`config.mk`:
```
export PLATFORM = sky130hd
export DESIGN_NAME = seq_frame_arbiter
export DESIGN_NICKNAME = d
export VERILOG_FILES = /design/src/rtl/seq_frame_arbiter.sv
export SDC_FILE = /design/constraint.sdc
export NUM_CORES = 1
export LEC_CHECK = 0
export BUFFER_PORTS_ARGS = -buffer_cell sky130_fd_sc_hd__clkbuf_2
export CORE_MARGIN = 3
export CORE_UTILIZATION = 50
export CTS_BUF_LIST = sky130_fd_sc_hd__clkbuf_4 sky130_fd_sc_hd__clkbuf_8 sky130_fd_sc_hd__clkbuf_16
export CTS_CLUSTER_DIAMETER = 150
export DETAILED_ROUTE_END_ITERATION = 10
export GPL_ROUTABILITY_DRIVEN = 0
export PLACE_DENSITY_LB_ADDON = 0.3
export SETUP_SLACK_MARGIN = 0.02
export SYNTH_ARGS = -nofsm -noshare
export SYNTH_HDL_FRONTEND = slang
export SYNTH_SLANG_ARGS = --single-unit
```
`constraint.sdc`:
```
create_clock -name clk -period 1.9 [get_ports clk]
set_input_delay 0.095 -clock clk [delete_from_list [all_inputs] [get_ports clk]]
set_output_delay 0.095 -clock clk [all_outputs]
set_load 0.01 [all_outputs]
```
`src/rtl/seq_frame_arbiter.sv`:
```
// seq_frame_arbiter: shares one 12-bit serial frame line between NREQ requesters.
// Round-robin by default; define FIXED_PRIO_EN for lowest-index-wins priority.
module seq_frame_arbiter #(
    parameter int NREQ = 4,
    parameter int GAP  = 1
) (
    input  logic              clk,
    input  logic              rst_n,
    input  logic              hab,
    input  logic [NREQ-1:0]   req,
    input  logic [4*NREQ-1:0] c_in,
    input  logic [4*NREQ-1:0] b_in,
    input  logic [NREQ-1:0]   bp_in,
    input  logic [NREQ-1:0]   cod_in,
    output logic [NREQ-1:0]   gnt,
    output logic              busy,
    output logic              done,
    output logic              o
);
    localparam int PW = (NREQ > 1) ? $clog2(NREQ) : 1;

    typedef enum logic [1:0] {S_IDLE, S_SEND, S_GAP} state_t;

    state_t          state_q, state_d;
    logic [3:0]      bit_idx_q, bit_idx_d;
    logic [3:0]      gap_cnt_q, gap_cnt_d;
    logic [11:0]     frame_q, frame_d;
    logic [NREQ-1:0] gnt_q, gnt_d;
    logic            o_q, o_d;
    logic            busy_q, busy_d;
    logic            done_q, done_d;
    logic [PW-1:0]   win;
    logic            win_vld;

`ifdef FIXED_PRIO_EN
    always_comb begin
        win = '0;
        win_vld = |req;
        for (int k = NREQ - 1; k >= 0; k--)
            if (req[k]) win = PW'(k);
    end
`else
    logic [PW-1:0] rr_ptr_q, rr_ptr_d;

    // Scan downward so the nearest requester after rr_ptr is assigned last and wins.
    always_comb begin
        win = '0;
        win_vld = |req;
        for (int k = NREQ; k >= 1; k--)
            if (req[(int'(rr_ptr_q) + k) % NREQ]) win = PW'((int'(rr_ptr_q) + k) % NREQ);
    end

    always_comb rr_ptr_d = (state_q == S_IDLE && hab && win_vld) ? win : rr_ptr_q;

    always_ff @(posedge clk or negedge rst_n)
        if (!rst_n) rr_ptr_q <= PW'(NREQ - 1);
        else rr_ptr_q <= rr_ptr_d;
`endif

    // The frame is shifted left each bit, so the next bit to send always sits at [10].
    always_comb begin
        state_d   = state_q;
        bit_idx_d = bit_idx_q;
        gap_cnt_d = gap_cnt_q;
        frame_d   = frame_q;
        gnt_d     = '0;
        o_d       = 1'b0;
        busy_d    = busy_q;
        done_d    = 1'b0;
        case (state_q)
            S_IDLE: begin
                busy_d = 1'b0;
                if (hab && win_vld) begin
                    gnt_d[win] = 1'b1;
                    frame_d    = {1'b1, c_in[4*int'(win) +: 4], b_in[4*int'(win) +: 4],
                                  bp_in[win], ~cod_in[win], ~cod_in[win]};
                    o_d        = 1'b1;
                    busy_d     = 1'b1;
                    bit_idx_d  = '0;
                    state_d    = S_SEND;
                end
            end
            S_SEND: begin
                if (bit_idx_q == 4'd11) begin
                    done_d    = 1'b1;
                    bit_idx_d = '0;
                    gap_cnt_d = '0;
                    state_d   = (GAP > 0) ? S_GAP : S_IDLE;
                    busy_d    = (GAP > 0);
                end else begin
                    o_d       = frame_q[10];
                    frame_d   = frame_q << 1;
                    bit_idx_d = bit_idx_q + 4'd1;
                end
            end
            S_GAP: begin
                // The done cycle is counted as the first GAP-state cycle.
                if (gap_cnt_q == 4'(GAP)) begin
                    state_d = S_IDLE;
                    busy_d  = 1'b0;
                end else begin
                    gap_cnt_d = gap_cnt_q + 4'd1;
                end
            end
            default: begin
                state_d = S_IDLE;
                busy_d  = 1'b0;
            end
        endcase
    end

    always_ff @(posedge clk or negedge rst_n) begin
        if (!rst_n) begin
            state_q   <= S_IDLE;
            bit_idx_q <= '0;
            gap_cnt_q <= '0;
            frame_q   <= '0;
            gnt_q     <= '0;
            o_q       <= 1'b0;
            busy_q    <= 1'b0;
            done_q    <= 1'b0;
        end else begin
            state_q   <= state_d;
            bit_idx_q <= bit_idx_d;
            gap_cnt_q <= gap_cnt_d;
            frame_q   <= frame_d;
            gnt_q     <= gnt_d;
            o_q       <= o_d;
            busy_q    <= busy_d;
            done_q    <= done_d;
        end
    end

    assign gnt  = gnt_q;
    assign o    = o_q;
    assign busy = busy_q;
    assign done = done_q;
endmodule

```
== Yosys cells after proc, flatten, opt, wreduce, memory -nomap -nowiden ==
Cells that the tools add are included.

* Word-level logic and storage cells: 99
* Bits of input ports: 47
* Register bits after elaboration: 30
* Output and inout port bits: 7

* Bitwise logic cells: 5
* Reductions and logical operators: 17
* Add/sub/neg operators: 6
* Shifts and indexed selects: 2
* Eq/ne operators: 9
* Order comparisons: 6
* Multiplexer cells: 45

{| class="wikitable"
|+ Operators with widths
! operator !! number
|-
| indexed part select 16 x 5 -> 4 bit || 2
|-
| 2-to-1 mux 4 bit || 6
|-
| 2-to-1 mux 11 bit || 2
|-
| case mux 11 bit (2 select lines) || 1
|-
| 2-to-1 mux 1 bit || 17
|-
| less-than comparator 3 x 4 -> 1 bit (second input constant) || 4
|-
| case mux 4 bit (2 select lines) || 2
|-
| 2-to-1 mux 2 bit || 7
|-
| binary-select mux 1 bit (select 2 bit) || 6
|-
| AND reduction 3 bit || 3
|-
| adder 4 x 1 -> 4 bit (second input constant) || 2
|-
| inequality test 2 bit (second input constant) || 4
|-
| OR reduction 2 bit || 4
|-
| case mux 2 bit (3 select lines) || 1
|-
| adder 2 x 1 -> 2 bit (second input constant) || 2
|-
| adder 2 bit (second input constant) || 2
|-
| AND 1 bit (first input constant) || 4
|-
| == test 4 x 1 -> 1 bit (second input constant) || 1
|-
| == test 4 bit (second input constant) || 1
|-
| logical AND 1 bit || 4
|-
| AND reduction 2 bit || 2
|-
| nonzero test 2 bit || 2
|-
| OR reduction 4 bit || 1
|-
| less-than comparator 2 x 3 -> 1 bit (second input constant) || 1
|-
| 9 further kinds || 9
|}

== Longest topological paths before layout ==
* Depth in word-level cells: 16
* Depth in mapped cells: 7
* Depth with buffers taken out: 6

== Least setup slack after synthesis ==
OpenSTA, ideal clock, no wires.

* Kind: flip-flop to flip-flop
* Start point: register rr_ptr_q[0]
* End point: register frame_q[9]
* Stages on the path, launching flop included: 6
* Slack: 0.165 ns
* Period minus slack after synthesis: 1.735 ns
* Data required time: 1.762 ns
* Buffers on the path: 0
* Arrival: 1.597 ns
* Setup time: 0.138 ns
* Path through: dfstp_2 and2b_1 o21a_1 or3_1 nand2_2 o221ai_1

* Longest elaborated chain between the ends: 11
* Elaborated cells on any way between the ends: 23
* Classes of those cells: add/sub: 4; shift: 1; mux: 18

{| class="wikitable"
|+ RTL lines
! item !! RTL line !! source
|-
| start: declaration || 43 || <nowiki>logic [PW-1:0] rr_ptr_q, rr_ptr_d;</nowiki>
|-
| start signal: assignment || 56 || <nowiki>if (!rst_n) rr_ptr_q <= PW'(NREQ - 1);</nowiki>
|-
| start signal: assignment || 57 || <nowiki>else rr_ptr_q <= rr_ptr_d;</nowiki>
|-
| adder 2 x 1 -> 2 bit || 50 || <nowiki>if (req[(int'(rr_ptr_q) + k) % NREQ]) win = PW'((int'(rr_ptr_q) + k) % NREQ);</nowiki>
|-
| binary-select mux 1 bit (select 2 bit) || 50 ||
|-
| 2-to-1 mux 1 bit (not written as such) (2 in series) || 50 ||
|-
| 2-to-1 mux 2 bit (3 in series) || 50 ||
|-
| 2-to-1 mux 2 bit * || 50 ||
|-
| indexed part select 16 x 5 -> 4 bit * || 75 || <nowiki>frame_d = {1'b1, c_in[4*int'(win) +: 4], b_in[4*int'(win) +: 4],</nowiki>
|-
| 2-to-1 mux 11 bit * || 73 || <nowiki>if (hab && win_vld) begin</nowiki>
|-
| case mux 11 bit (2 select lines) * || 70 || <nowiki>case (state_q)</nowiki>
|-
| end signal: assignment || 126 || <nowiki>frame_q <= frame_d;</nowiki>
|-
| end: declaration || 27 || <nowiki>logic [11:0] frame_q, frame_d;</nowiki>
|}

Mark *: on every way between the ends. The rest lies on a longest branch, timed or not. The select of a mux whose other input is x is not followed.
A chain may end at the register's enable or synchronous reset.

== Worst setup path after layout ==
* Start point: register rr_ptr_q[0]
* End point: register frame_q[3]

Same word-level chain as after synthesis.

==> impl_metrics.ini <==
[status]
outcome = finished, final reports clean

[yosys]
synthArstFlopShare = 1.000
synth_ff_type = dfrtp_1
syn_inst = 174
synth_top_cell_by_area = dfrtp_1
synthTopCellsByCount = dfrtp_1 (28), nor2_1 (23), mux2i_1 (19), nand2_1 (19), a21oi_1 (12)
synth.top_cell.area_share = 0.4058
synth_area_um2 = 1727
synth.most_common_cell = dfrtp_1
syn_area_per_cell_um2 = 9.923
synth_nets = 224
yosysSeqAreaShare = 0.4362
yosysWarnings = 0
synth_cell_types = 46
synth_seq_cells = 30
synth_edf_count = 0
synth_area_leaders = dfrtp_1 (41%), mux2i_1 (11%), nor2_1 (5.0%)

[setup_path]
required_ns = 2.10
worstPathArrival_ns = 2.02
crit_path_start_kind = flip-flop
worst-setup-path-type = flip-flop to flip-flop
worst-path-max-fanout = 9
r2r_cells = 5
setup.worst_path.end_class = flip-flop

[sta]
final-setup-viol-count = 0
holdWs_ns = 0.06148
setup_ws_ns = 0.08280
hold_violations = 0
setup_tns_ns = 0
relSlewSlack = 0.5060
timing.fmax_mhz = 550.3
tightest_slew_ns = 0.7410
skew_ns = 0.005673
slew_viol_final = 0
fin_crit_ns = 1.817
fin_crit_sh = 0.9564

[run]
maxCapViolCount = 0

[grt]
grt_max_degree = 31
overflow = 0
grt_pass1_wl_um = 6555
grt_pass1_vias = 1511
track_usage = 0.2017
grt_antenna_before_repair = 0

[route]
first_pass_iters = 4
first_iter_violations = 74
finalWirelength_um = 3883
vias = 1529
final_antenna_net_count = 0
wl_per_cell_um = 13.77
drc_errors = 0
via_per_inst = 5.422

[pwr]
ir_drop_mv = 0.6673
power_leakage_nw = 1.101
finalPower_mw = 2.694
powerDensity_nw_per_um2 = 1228

[finish]
multi_input_area_um2 = 967.2
nNetsFinal = 287
antenna_cells = 0
syn2layout_area_growth_pct = 27.10
drive_gt1_frac = 0.3613
num-fill-cells = 279
instances_no_fill = 282
seqCellArea_um2 = 753.2

[clocking]
clock_latency_ns = 0.33
cts-root-buf = clkbuf_4
h-tree-depth = 2
numCtsBuffers = 5
ctsLongestPathBuffers = 2
path_clk_slew_ns = 0.10
clock_sinks = 30
cts_tree = done

[worst_hold_path]
hold_depth = 3
hold_class = input pin to flip-flop

[floorplan]
core_um2 = 3178
rows = 20
die_h_um = 64.77
die_area_um2 = 4195
ios = 54
initial_core_util = 0.5433
die_w_um = 64.77

[placed_design]
port_buffers = 53
dpl.hpwl_um = 2836
place_inst = 272
pre_cts_slack_ns = 0.004475
[layer usage]
layer  share of wire  GRT usage
met1            0.43     0.2472
met2            0.51     0.3410
met3           0.050    0.05373
met4           0.012    0.06860
met5               0          0
[final cells by class]
| type | instances | area share |
|---|---|---|
| well taps | 44 | 0.02509 |
| flip-flops and latches | 30 | 0.3432 |
| inverters | 3 | 0.005131 |
| clock buffers | 6 | 0.02338 |
| clock inverters | 2 | 0.005701 |
| repair buffers | 61 | 0.1568 |
| multi-input cells | 136 | 0.4407 |
[timing repair]
item / CTS / global route
endpoints found under the hold margin: 28 / 0
pin swaps: 0 / 1
endpoints found under the setup margin: 6 / 11
hold buffers: 1 / 0
gates cloned: 1 / 0
gates resized for setup: 2 / 7
buffers inserted: 0 / 0
[sequential cells by signal, indices dropped and copies added (netlist names)]
signal / cells
bit_idx_q: 4
busy: 1
done: 1
frame_q: 11
gap_cnt_q: 4
gnt: 4
o: 1
rr_ptr_q: 2
state_q: 2
[kinds of logic after synthesis]
family / synth area share
buffers and inverters: 0.03043
AO/OA/AOI/OAI: 0.2189
flip-flops: 0.4362
multiplexers: 0.1101
adder cells (fa/ha/maj): 0.02174
AND/OR/NAND/NOR: 0.1725
XOR/XNOR: 0.01015
[cells in the final DEF (no fill, tap or decap), types with 2 or more instances in the layout]
cell	instances
a21oi_1	12
o221ai_1	9
buf_4	5
nand2b_1	3
inv_1	2
nand3_1	2
nand2_1	19
mux2i_1	19
clkbuf_2	53
o2bb2ai_1	2
dfrtp_1	28
clkbuf_4	5
nand2_2	2
dfstp_2	2
o21ai_0	7
o31ai_1	2
a21o_1	2
ha_1	3
nor2_1	23
and3_1	2
[worst max-delay path, stage by stage (launching register included)]
cell and delay (ns):
dfstp_2 0.54, and2b_1 0.21, o21a_2 0.28, or3_4 0.43, nand2_8 0.11, o221ai_1 0.12
[power by group]
group	total (mW)	internal, mW	switching [mW]
registers	0.987	0.847	0.141
logic	1.30	0.609	0.693
clock network	0.405	0.178	0.228
[final timing paths]
kind / start / end / slack, ns
max reg2reg: rr_ptr_q[0]$_DFFE_PN1P_ / frame_q[3]$_DFFE_PN0P_ / 0.08
min reg2reg: frame_q[0]$_DFFE_PN0P_ / frame_q[0]$_DFFE_PN0P_ / 0.48
max in group asynchronous: rst_n / frame_q[0]$_DFFE_PN0P_ / 1.08
max: rr_ptr_q[0]$_DFFE_PN1P_ / frame_q[3]$_DFFE_PN0P_ / 0.08
min: c_in[6] / frame_q[9]$_DFFE_PN0P_ / 0.06
min in group asynchronous: rst_n / gnt[3]$_DFF_PN0_ / 0.35
[through the flow]
stage,instance area (um^2),util
floorplan,1727,-
global placement,2071,0.6516
detailed placement,2071,0.6516
CTS,2158,0.6791
global route,2195,0.6906
finish,2195,0.6906
(Power assumes the default switching activity.)
